### config.mk
export PLATFORM = sky130hd
export DESIGN_NAME = risc_v_mike_fetch_unit
export DESIGN_NICKNAME = d
export VERILOG_FILES = /design/src/rtl/risc_v_mike_pkg.sv /design/src/rtl/risc_v_mike_fetch_fifo.sv /design/src/rtl/risc_v_mike_fetch_unit.sv
export SDC_FILE = /design/constraint.sdc
export NUM_CORES = 1
export LEC_CHECK = 0
export CORE_ASPECT_RATIO = 1.4
export CORE_UTILIZATION = 45
export CTS_BUF_LIST = sky130_fd_sc_hd__clkbuf_8
export CTS_CLUSTER_SIZE = 8
export DETAILED_ROUTE_END_ITERATION = 10
export GPL_TIMING_DRIVEN = 0
export PLACE_DENSITY = 0.68
export RECOVER_POWER = 25
export SLEW_MARGIN = 20
export SYNTH_ARGS = -nofsm -noshare
export SYNTH_HDL_FRONTEND = slang
export SYNTH_HIERARCHICAL = 1
export SYNTH_SLANG_ARGS = --single-unit
### constraint.sdc
create_clock -name clk -period 3.15 [get_ports clk]
set_clock_uncertainty 0.15 [all_clocks]
set_input_delay 0.4725 -clock clk [delete_from_list [all_inputs] [get_ports clk]]
set_output_delay 0.4725 -clock clk [all_outputs]
set_load 0.05 [all_outputs]
### src/rtl/risc_v_mike_pkg.sv
// Shared types and constants for the risc_v_mike fetch path.
// The fetch-halt state type is only used when RISC_V_MIKE_FETCH_HALT_ON_ZERO_EN is defined.
package risc_v_mike_pkg;

  localparam int PC_W      = 32;
  localparam int DATA_32_W = 32;

  typedef logic [PC_W-1:0] t_pc_addr;

  localparam t_pc_addr PC_INCR        = t_pc_addr'(4);
  localparam t_pc_addr FETCH_RESET_PC = '0;

  typedef struct packed {
    t_pc_addr               pc;
    logic [DATA_32_W-1:0]   instr;
  } t_fetch_entry;

  typedef enum logic {
    FETCH_RUN,
    FETCH_HALT
  } t_fetch_state;

endpackage

### src/rtl/risc_v_mike_fetch_fifo.sv
// Small synchronous FIFO of {pc, instr} pairs with flush; the head is read combinationally
// so decode sees an entry the cycle after it was written. Reads as zero when empty.
module risc_v_mike_fetch_fifo
  import risc_v_mike_pkg::*;
#(
  parameter int DEPTH = 4
) (
  input  logic                       clk,
  input  logic                       rst,
  input  logic                       flush,
  input  logic                       push,
  input  logic                       pop,
  input  t_fetch_entry               wr_entry,
  output t_fetch_entry               head_entry,
  output logic [$clog2(DEPTH+1)-1:0] count
);

  localparam int PTR_W = $clog2(DEPTH);
  localparam int CNT_W = $clog2(DEPTH+1);

  t_fetch_entry     mem_reg [DEPTH];
  logic [PTR_W-1:0] wr_ptr_reg, rd_ptr_reg;
  logic [CNT_W-1:0] count_reg, count_next;

  always_comb begin
    count_next = count_reg;
    if (push && !pop)
      count_next = count_reg + CNT_W'(1);
    else if (!push && pop)
      count_next = count_reg - CNT_W'(1);
  end

  always_ff @(posedge clk) begin
    if (rst || flush) begin
      wr_ptr_reg <= '0;
      rd_ptr_reg <= '0;
      count_reg  <= '0;
    end else begin
      if (push)
        wr_ptr_reg <= wr_ptr_reg + PTR_W'(1);
      if (pop)
        rd_ptr_reg <= rd_ptr_reg + PTR_W'(1);
      count_reg <= count_next;
    end
  end

  // Storage needs no reset: entries are only visible once counted.
  always_ff @(posedge clk) begin
    if (push)
      mem_reg[wr_ptr_reg] <= wr_entry;
  end

  assign head_entry = (count_reg != '0) ? mem_reg[rd_ptr_reg] : '0;
  assign count      = count_reg;

endmodule

### src/rtl/risc_v_mike_fetch_unit.sv
// Instruction-fetch unit: owns the PC, buffers fetched {pc, instr} toward decode, handles redirect.
// Define RISC_V_MIKE_FETCH_HALT_ON_ZERO_EN to stop fetching on an all-zero instruction word.
module risc_v_mike_fetch_unit
  import risc_v_mike_pkg::*;
#(
  parameter int       FETCH_FIFO_DEPTH = 4,
  parameter t_pc_addr RESET_PC         = FETCH_RESET_PC
) (
  input  logic                 clk,
  input  logic                 rst,
  output t_pc_addr             imem_addr,
  input  logic [DATA_32_W-1:0] imem_rd_data,
  input  logic                 redirect_valid,
  input  t_pc_addr             redirect_pc,
  output logic                 instr_valid,
  input  logic                 instr_ready,
  output logic [DATA_32_W-1:0] instr_data,
  output t_pc_addr             instr_pc,
  output logic                 misalign_err,
  output logic                 fetch_halted
);

  localparam int CNT_W = $clog2(FETCH_FIFO_DEPTH+1);

  t_pc_addr     pc_reg, pc_next;
  logic         misalign_reg;
  logic [CNT_W-1:0] count;
  t_fetch_entry wr_entry, head_entry;
  logic         pop, fetch_ok, push;

  assign imem_addr   = pc_reg;
  assign instr_valid = (count != '0);
  assign pop         = instr_valid & instr_ready & ~redirect_valid;
  // A full buffer can still take a word when the head leaves in the same cycle.
  assign fetch_ok    = ~redirect_valid & ~fetch_halted &
                       ((count < CNT_W'(FETCH_FIFO_DEPTH)) | pop);

`ifdef RISC_V_MIKE_FETCH_HALT_ON_ZERO_EN
  t_fetch_state state_reg, state_next;
  logic         halt_hit;

  assign halt_hit = fetch_ok & (imem_rd_data == '0);
  assign push     = fetch_ok & ~halt_hit;

  always_ff @(posedge clk) begin
    if (rst)
      state_reg <= FETCH_RUN;
    else
      state_reg <= state_next;
  end

  always_comb begin
    state_next = state_reg;
    if (redirect_valid)
      state_next = FETCH_RUN;
    else if (state_reg == FETCH_RUN && halt_hit)
      state_next = FETCH_HALT;
  end

  assign fetch_halted = (state_reg == FETCH_HALT);
`else
  assign push         = fetch_ok;
  assign fetch_halted = 1'b0;
`endif

  always_comb begin
    pc_next = pc_reg;
    if (redirect_valid)
      pc_next = {redirect_pc[PC_W-1:2], 2'b00};
    else if (push)
      pc_next = pc_reg + PC_INCR;
  end

  always_ff @(posedge clk) begin
    if (rst) begin
      pc_reg       <= RESET_PC;
      misalign_reg <= 1'b0;
    end else begin
      pc_reg       <= pc_next;
      misalign_reg <= redirect_valid & (|redirect_pc[1:0]);
    end
  end

  assign wr_entry.pc    = pc_reg;
  assign wr_entry.instr = imem_rd_data;

  risc_v_mike_fetch_fifo #(
    .DEPTH (FETCH_FIFO_DEPTH)
  ) u_fifo (
    .clk        (clk),
    .rst        (rst),
    .flush      (redirect_valid),
    .push       (push),
    .pop        (pop),
    .wr_entry   (wr_entry),
    .head_entry (head_entry),
    .count      (count)
  );

  assign instr_data   = head_entry.instr;
  assign instr_pc     = head_entry.pc;
  assign misalign_err = misalign_reg;

endmodule

Yosys cells after proc, flatten, opt, wreduce, memory -nomap -nowiden
Memories as Yosys holds them, arrays and structs flattened. A register that Yosys moved wholly into a read port is not among the register bits. Index checks and enable logic that the tools add are counted.

Add/subtract/negate cells: 5. $lt $le $gt $ge: 1. Mux-type cells: 9. Bitwise operators: 6. Reduce and logical (&&, ||, !) cells: 10.

Operators with widths (count): $mux 32 (2); $mux 64 (1); $add 32x3->32 const B (1); $mux 3 (2); $add 2x1->2 const B (2); $and 1x1->1 (4); $mux 2 (2); $reduce_bool 2->1 (2); $reduce_or 2->1 (2); $add 3x1->3 const B (1); $lt 3x3->1 const B (1); $reduce_bool 3->1 (1); $sub 3x1->3 const B (1); $logic_and 1x1->1 (2); $logic_not 1->1 (2); $mux 1 (2); $logic_or 1x1->1 (1); $not 1->1 (1); $or 1x1->1 (1).

Register bits after elaboration: 40. Bits in writable memories: 256. Bits of input ports: 68. Output and inout port bits: 99. Logic and storage cells: 38. Memories: 1.

Memories: u_fifo.mem_reg (words 4, width 64, rd ports 1, clocked after memory_dff 1, wr ports 1, RTL line risc_v_mike_fetch_fifo.sv:21) `t_fetch_entry mem_reg [DEPTH];`.

Logic depth before layout (Yosys ltp)
Depth after elaboration: 9. Depth in mapped cells: 10. Mapped depth without buffers: 9.

By module
Netlist, hierarchy kept.

Modules (own cells, without submodules): risc_v_mike_fetch_fifo (instances 1, cells each 448, area each 10098.4 um^2, sequential area each 7867.5 um^2); risc_v_mike_fetch_unit (instances 1, cells each 266, area each 2062.0 um^2, sequential area each 620.6 um^2).

Worst setup path after synthesis
No wires, ideal clock.

Path type: input -> register. Start point: input redirect_valid. End point: memory u_fifo/mem_reg[0][0] (netlist name) (enable). Setup time: 0.429 ns. Data arrival time: 2.897 ns. Required time: 2.571 ns. Slack: -0.326 ns. Cell stages on the path: 4. Path buffers: 1. Cell sequence: nand2b_1 buf_1 a21oi_1 and2_1.

Cells in the longest elaborated chain, start to end: 6.

Ends and longest elaborated chain: start, declared (RTL line risc_v_mike_fetch_unit.sv:13) `input logic redirect_valid,`; $not 1->1 * (RTL line risc_v_mike_fetch_unit.sv:33, risc_v_mike_fetch_unit.sv:35); $and 1x1->1 (RTL line risc_v_mike_fetch_unit.sv:33) `assign pop = instr_valid & instr_ready & ~redirect_valid;`; $or 1x1->1 (RTL line risc_v_mike_fetch_unit.sv:36) `((count < CNT_W'(FETCH_FIFO_DEPTH)) | pop);`; $and 1x1->1 * (RTL line risc_v_mike_fetch_unit.sv:35) `assign fetch_ok = ~redirect_valid & ~fetch_halted &`; named net fetch_ok (RTL line risc_v_mike_fetch_unit.sv:29) `logic pop, fetch_ok, push;`; $mux 1 * (RTL line risc_v_mike_fetch_fifo.sv:49) `if (push)`; $mux 1 (not written as such) * (RTL line risc_v_mike_fetch_fifo.sv:50) `mem_reg[wr_ptr_reg] <= wr_entry;`; end, declared (RTL line risc_v_mike_fetch_fifo.sv:21).

The timed path passes the listed nets; every way through them passes the cells marked *.

Final worst setup path
Start point: register u_fifo.count_reg[2], in the netlist u_fifo/count[2]. End point: output instr_data[2].

Cells in the longest elaborated chain, start to end: 2.

Ends and longest elaborated chain: start, declared (RTL line risc_v_mike_fetch_fifo.sv:23) `logic [CNT_W-1:0] count_reg, count_next;`; start signal, assigned (RTL line risc_v_mike_fetch_fifo.sv:43) `count_reg <= count_next;`; $reduce_bool 3->1 (RTL line risc_v_mike_fetch_fifo.sv:53) `assign head_entry = (count_reg != '0) ? mem_reg[rd_ptr_reg] : '0;`; $mux 64 (RTL line risc_v_mike_fetch_fifo.sv:53); end, declared (RTL line risc_v_mike_fetch_unit.sv:17) `output logic [DATA_32_W-1:0] instr_data,`.

Every way passes these cells.

==> flow_summary.yaml <==
outcome:
  outcome: "finished clean"
routing:
  vias: 7244
  drt_iter0_drc: 405
  wirelength_mm: 26.9
  drt_pass1_iterations: 5
  antenna_left: 0
  drc: 0
  viasPerCell: 5.45
  wl_per_cell_microns: 20.2
flow_run:
  maxCapViolations: 0
yosys:
  synth_top_family_by_area: "multiplexers"
  yosysWarnings: 6
  ys_seq_area_share_pct: 69.8
  synth_enable_flop_cells: 256
  syn_area_sq_mm: 0.0122
  synth_compound_area_share_pct: 4.22
  synth-adder-area-share_pct: 0.782
  avgSynthCellArea_sq_um: 17.0
  ys_ff_latch: 296
  synthSimpleGateAreaFrac_pct: 9.81
  synthCells: 714
  synthMuxAreaShare_pct: 12.0
  synth_ff_type: "edfxtp_1"
  synth_xor_xnor_area_share_pct: 0.864
  synthDistinctLibCells: 63
  synthArstFlopShare_pct: 0
sta:
  max_freq_mhz: 332
  setup_viol: 0
  maxSlewViolCount: 0
  setup_tns_ns: 0
  worst_slew_pin_slew_ns: 0.835
  max-slew-margin-rel_pct: 44.2
  period_share_pct: 95.7
  final_hold_viol_count: 0
  min_period_ns: 3.01
  finalWorstSetupSlack_ns: 0.137
  grt_setup_unrepaired: "true"
setup_path:
  cp.required_ns: 2.53
  cpMostUsedCell: "buf_4"
  r2r-start: "imem_addr[2]"
  cp_top_family: "buffers and inverters"
  critPathCaptureType: "output pin"
  cp-start-kind: "flip-flop"
  worstPathCellList: "nor3_4 -> buf_4 -> buf_4 -> buf_4 -> nor2b_1 -> dlygate4sd2_1"
  cpPeakStageDelay_ns: 0.59
  path_max_fanout: 9
  slowest_stage: "dfxtp_1"
  cp.buffers_inverters: 4
  critical_path_class: "reg2out"
  worstPathArrival_ns: 2.39
  crit_path_start: "u_fifo/count[2]"
floorplan:
  die_w_microns: 141
  pin_count: 167
  dieArea_sq_mm: 0.0277
  rows: 70
  coreArea_sq_mm: 0.0264
  die_y_microns: 197
  start_util_pct: 46.1
power_and_ir_drop:
  power_density_mw_per_mm2: 561
  power.leakage_nw: 5.11
  ir_worst_vdd_mv: 0.261
placed_design:
  dpl_cell_area_sq_mm: 0.0144
  pre_cts_ws_ns: -0.577
  place.gp.congestion: 0.912
  io_buffers: 163
  hpwl_mm: 17.3
cts:
  hold_buffers: 0
  clk_pin_slew_ns: 0.07
  cts_made_buffers: 46
  tritoncts: "yes"
  clkSinkCount: 296
  clockBufferDepth: 3
  htreeDepth: 2
  ctsRootBufferMaster: "clkbuf_8"
  clkLatencyLatePin_ns: 0.57
finish:
  seq_area_sq_mm: 0.00849
  fin_area_sq_mm: 0.0151
  areaGrowthSynthToFinish_pct: 24.0
  n_fill_cell: 2118
  largest_register_ffs: 256
  antenna_cells: 0
  drive_gt1_share_pct: 21.4
  finalNetCount: 1018
  multiInputGateArea_sq_mm: 0.00343
  final_common_cell: "edfxtp_1"
  layout_common_cells: "256 x edfxtp_1, 71 x nor2b_1, 66 x clkdlybuf4s50_1, 64 x mux4_2, 48 x clkbuf_8"
global_route:
  overflow: 0
  groute.usage.overall_pct: 20.1
  antenna_found_initial: 0
  grt_pass1_wl_mm: 41.8
  grt_pass1_vias: 7474
  grt_max_degree: 45
hold_path:
  holdCritStartpoint: "redirect_pc[2]"
  hp-class: "in2reg"
[tightest hold or removal path, stage by stage]
cell	delay (ns)
clkdlybuf4s50_1	0.39
nand2_1	0.07
a21oi_1	0.06
[stage by stage]
stage / hold WS [ns] / cells / util (%) / total power [W]
detailed placement: 0.372 / 1251 / 54.6 / 0.00583
finish: 0.319 / 1330 / 57.2 / 0.00846
global route: 0.305 / 1330 / 57.2 / 0.00880
CTS: 0.290 / 1330 / 57.5 / 0.00858
global placement: 0.356 / 1247 / 54.2 / 0.00581
floorplan: 0.335 / 724 / - / 0.00533
[cells by family after synthesis]
family | Yosys count
other | 1
adder cells (fa/ha/maj) | 7
AND/OR/NAND/NOR | 208
flip-flops | 296
multiplexers | 66
XOR/XNOR | 12
AO/OA/AOI/OAI | 65
buffers and inverters | 59
[layer usage]
layer / vias to the layer above / global-route usage [%] / part of all wire, %
met5: - / 0 / 0
met4: 0 / 7.77 / 2.6
met3: 52 / 3.79 / 5.1
met2: 253 / 35.4 / 52
met1: 3660 / 24.5 / 40
li1: 3279 / - / -
[cell type report]
type,instances,share of cell area (%)
Buffer,41,1.72
Timing Repair Buffer,171,10.7
Tap cell,360,2.99
Multi-Input combinational cell,369,22.7
Sequential cell,296,56.3
Clock buffer,48,4.38
Clock inverter,27,0.713
Inverter,18,0.448
[synth_stat cells (2+ instances only)]
master | n | area share, %
a311oi_1 | 10 | 0.72
and2_1 | 5 | 0.26
a21oi_1 | 9 | 0.37
buf_1 | 3 | 0.093
buf_4 | 4 | 0.25
inv_1 | 16 | 0.49
or3_1 | 6 | 0.31
nor3_1 | 11 | 0.45
nor3b_1 | 2 | 0.12
mux2i_1 | 2 | 0.16
mux4_2 | 64 | 12
a31oi_1 | 2 | 0.10
a2111oi_0 | 5 | 0.36
a31o_2 | 2 | 0.14
nor2_1 | 35 | 1.1
dfxtp_1 | 40 | 6.6
edfxtp_1 | 256 | 63
and4_1 | 11 | 0.79
or2_2 | 3 | 0.15
nand4_1 | 10 | 0.51
o21ai_0 | 5 | 0.21
a21o_1 | 2 | 0.12
nor4_1 | 6 | 0.31
xor2_1 | 4 | 0.29
buf_6 | 7 | 0.65
ha_1 | 6 | 0.62
nor4_2 | 2 | 0.21
nand2_1 | 25 | 0.77
and3_1 | 2 | 0.10
nand3_1 | 11 | 0.45
nor2b_1 | 71 | 3.7
buf_2 | 9 | 0.37
clkbuf_1 | 17 | 0.52
nor4bb_1 | 2 | 0.16
a211oi_1 | 12 | 0.74
o31ai_1 | 2 | 0.12
xnor2_1 | 8 | 0.58
a2111oi_2 | 2 | 0.25
[power by group]
part / total, W / internal, W / leakage, nW / switching, W
combinational: 0.00117 / 0.000406 / 1.95 / 0.000763
sequential: 0.00452 / 0.00441 / 2.70 / 0.000105
clock: 0.00278 / 0.00139 / 0.455 / 0.00139
total: 0.00846 / 0.00621 / 5.11 / 0.00226
[repair_timing]
| action | 4_1_cts | 5_1_grt |
|---|---|---|
| setup buffers | 4 | 0 |
| pin swaps | 1 | 0 |
| resized for setup | 93 | 72 |
| hold endpoints to repair | 0 | 0 |
| setup endpoints to repair | 65 | 99 |
[path summary, 6_finish.rpt]
kind                           end  slack [ns]  cells past startpoint
max                  instr_data[2]        0.14                      6
min                   imem_addr[2]        0.32                      3
max reg2reg          imem_addr[24]        0.14                      6
min reg2reg  u_fifo/mem_reg[3][36]        0.38                      0
Note: power is estimated with default switching activity, not from simulation.
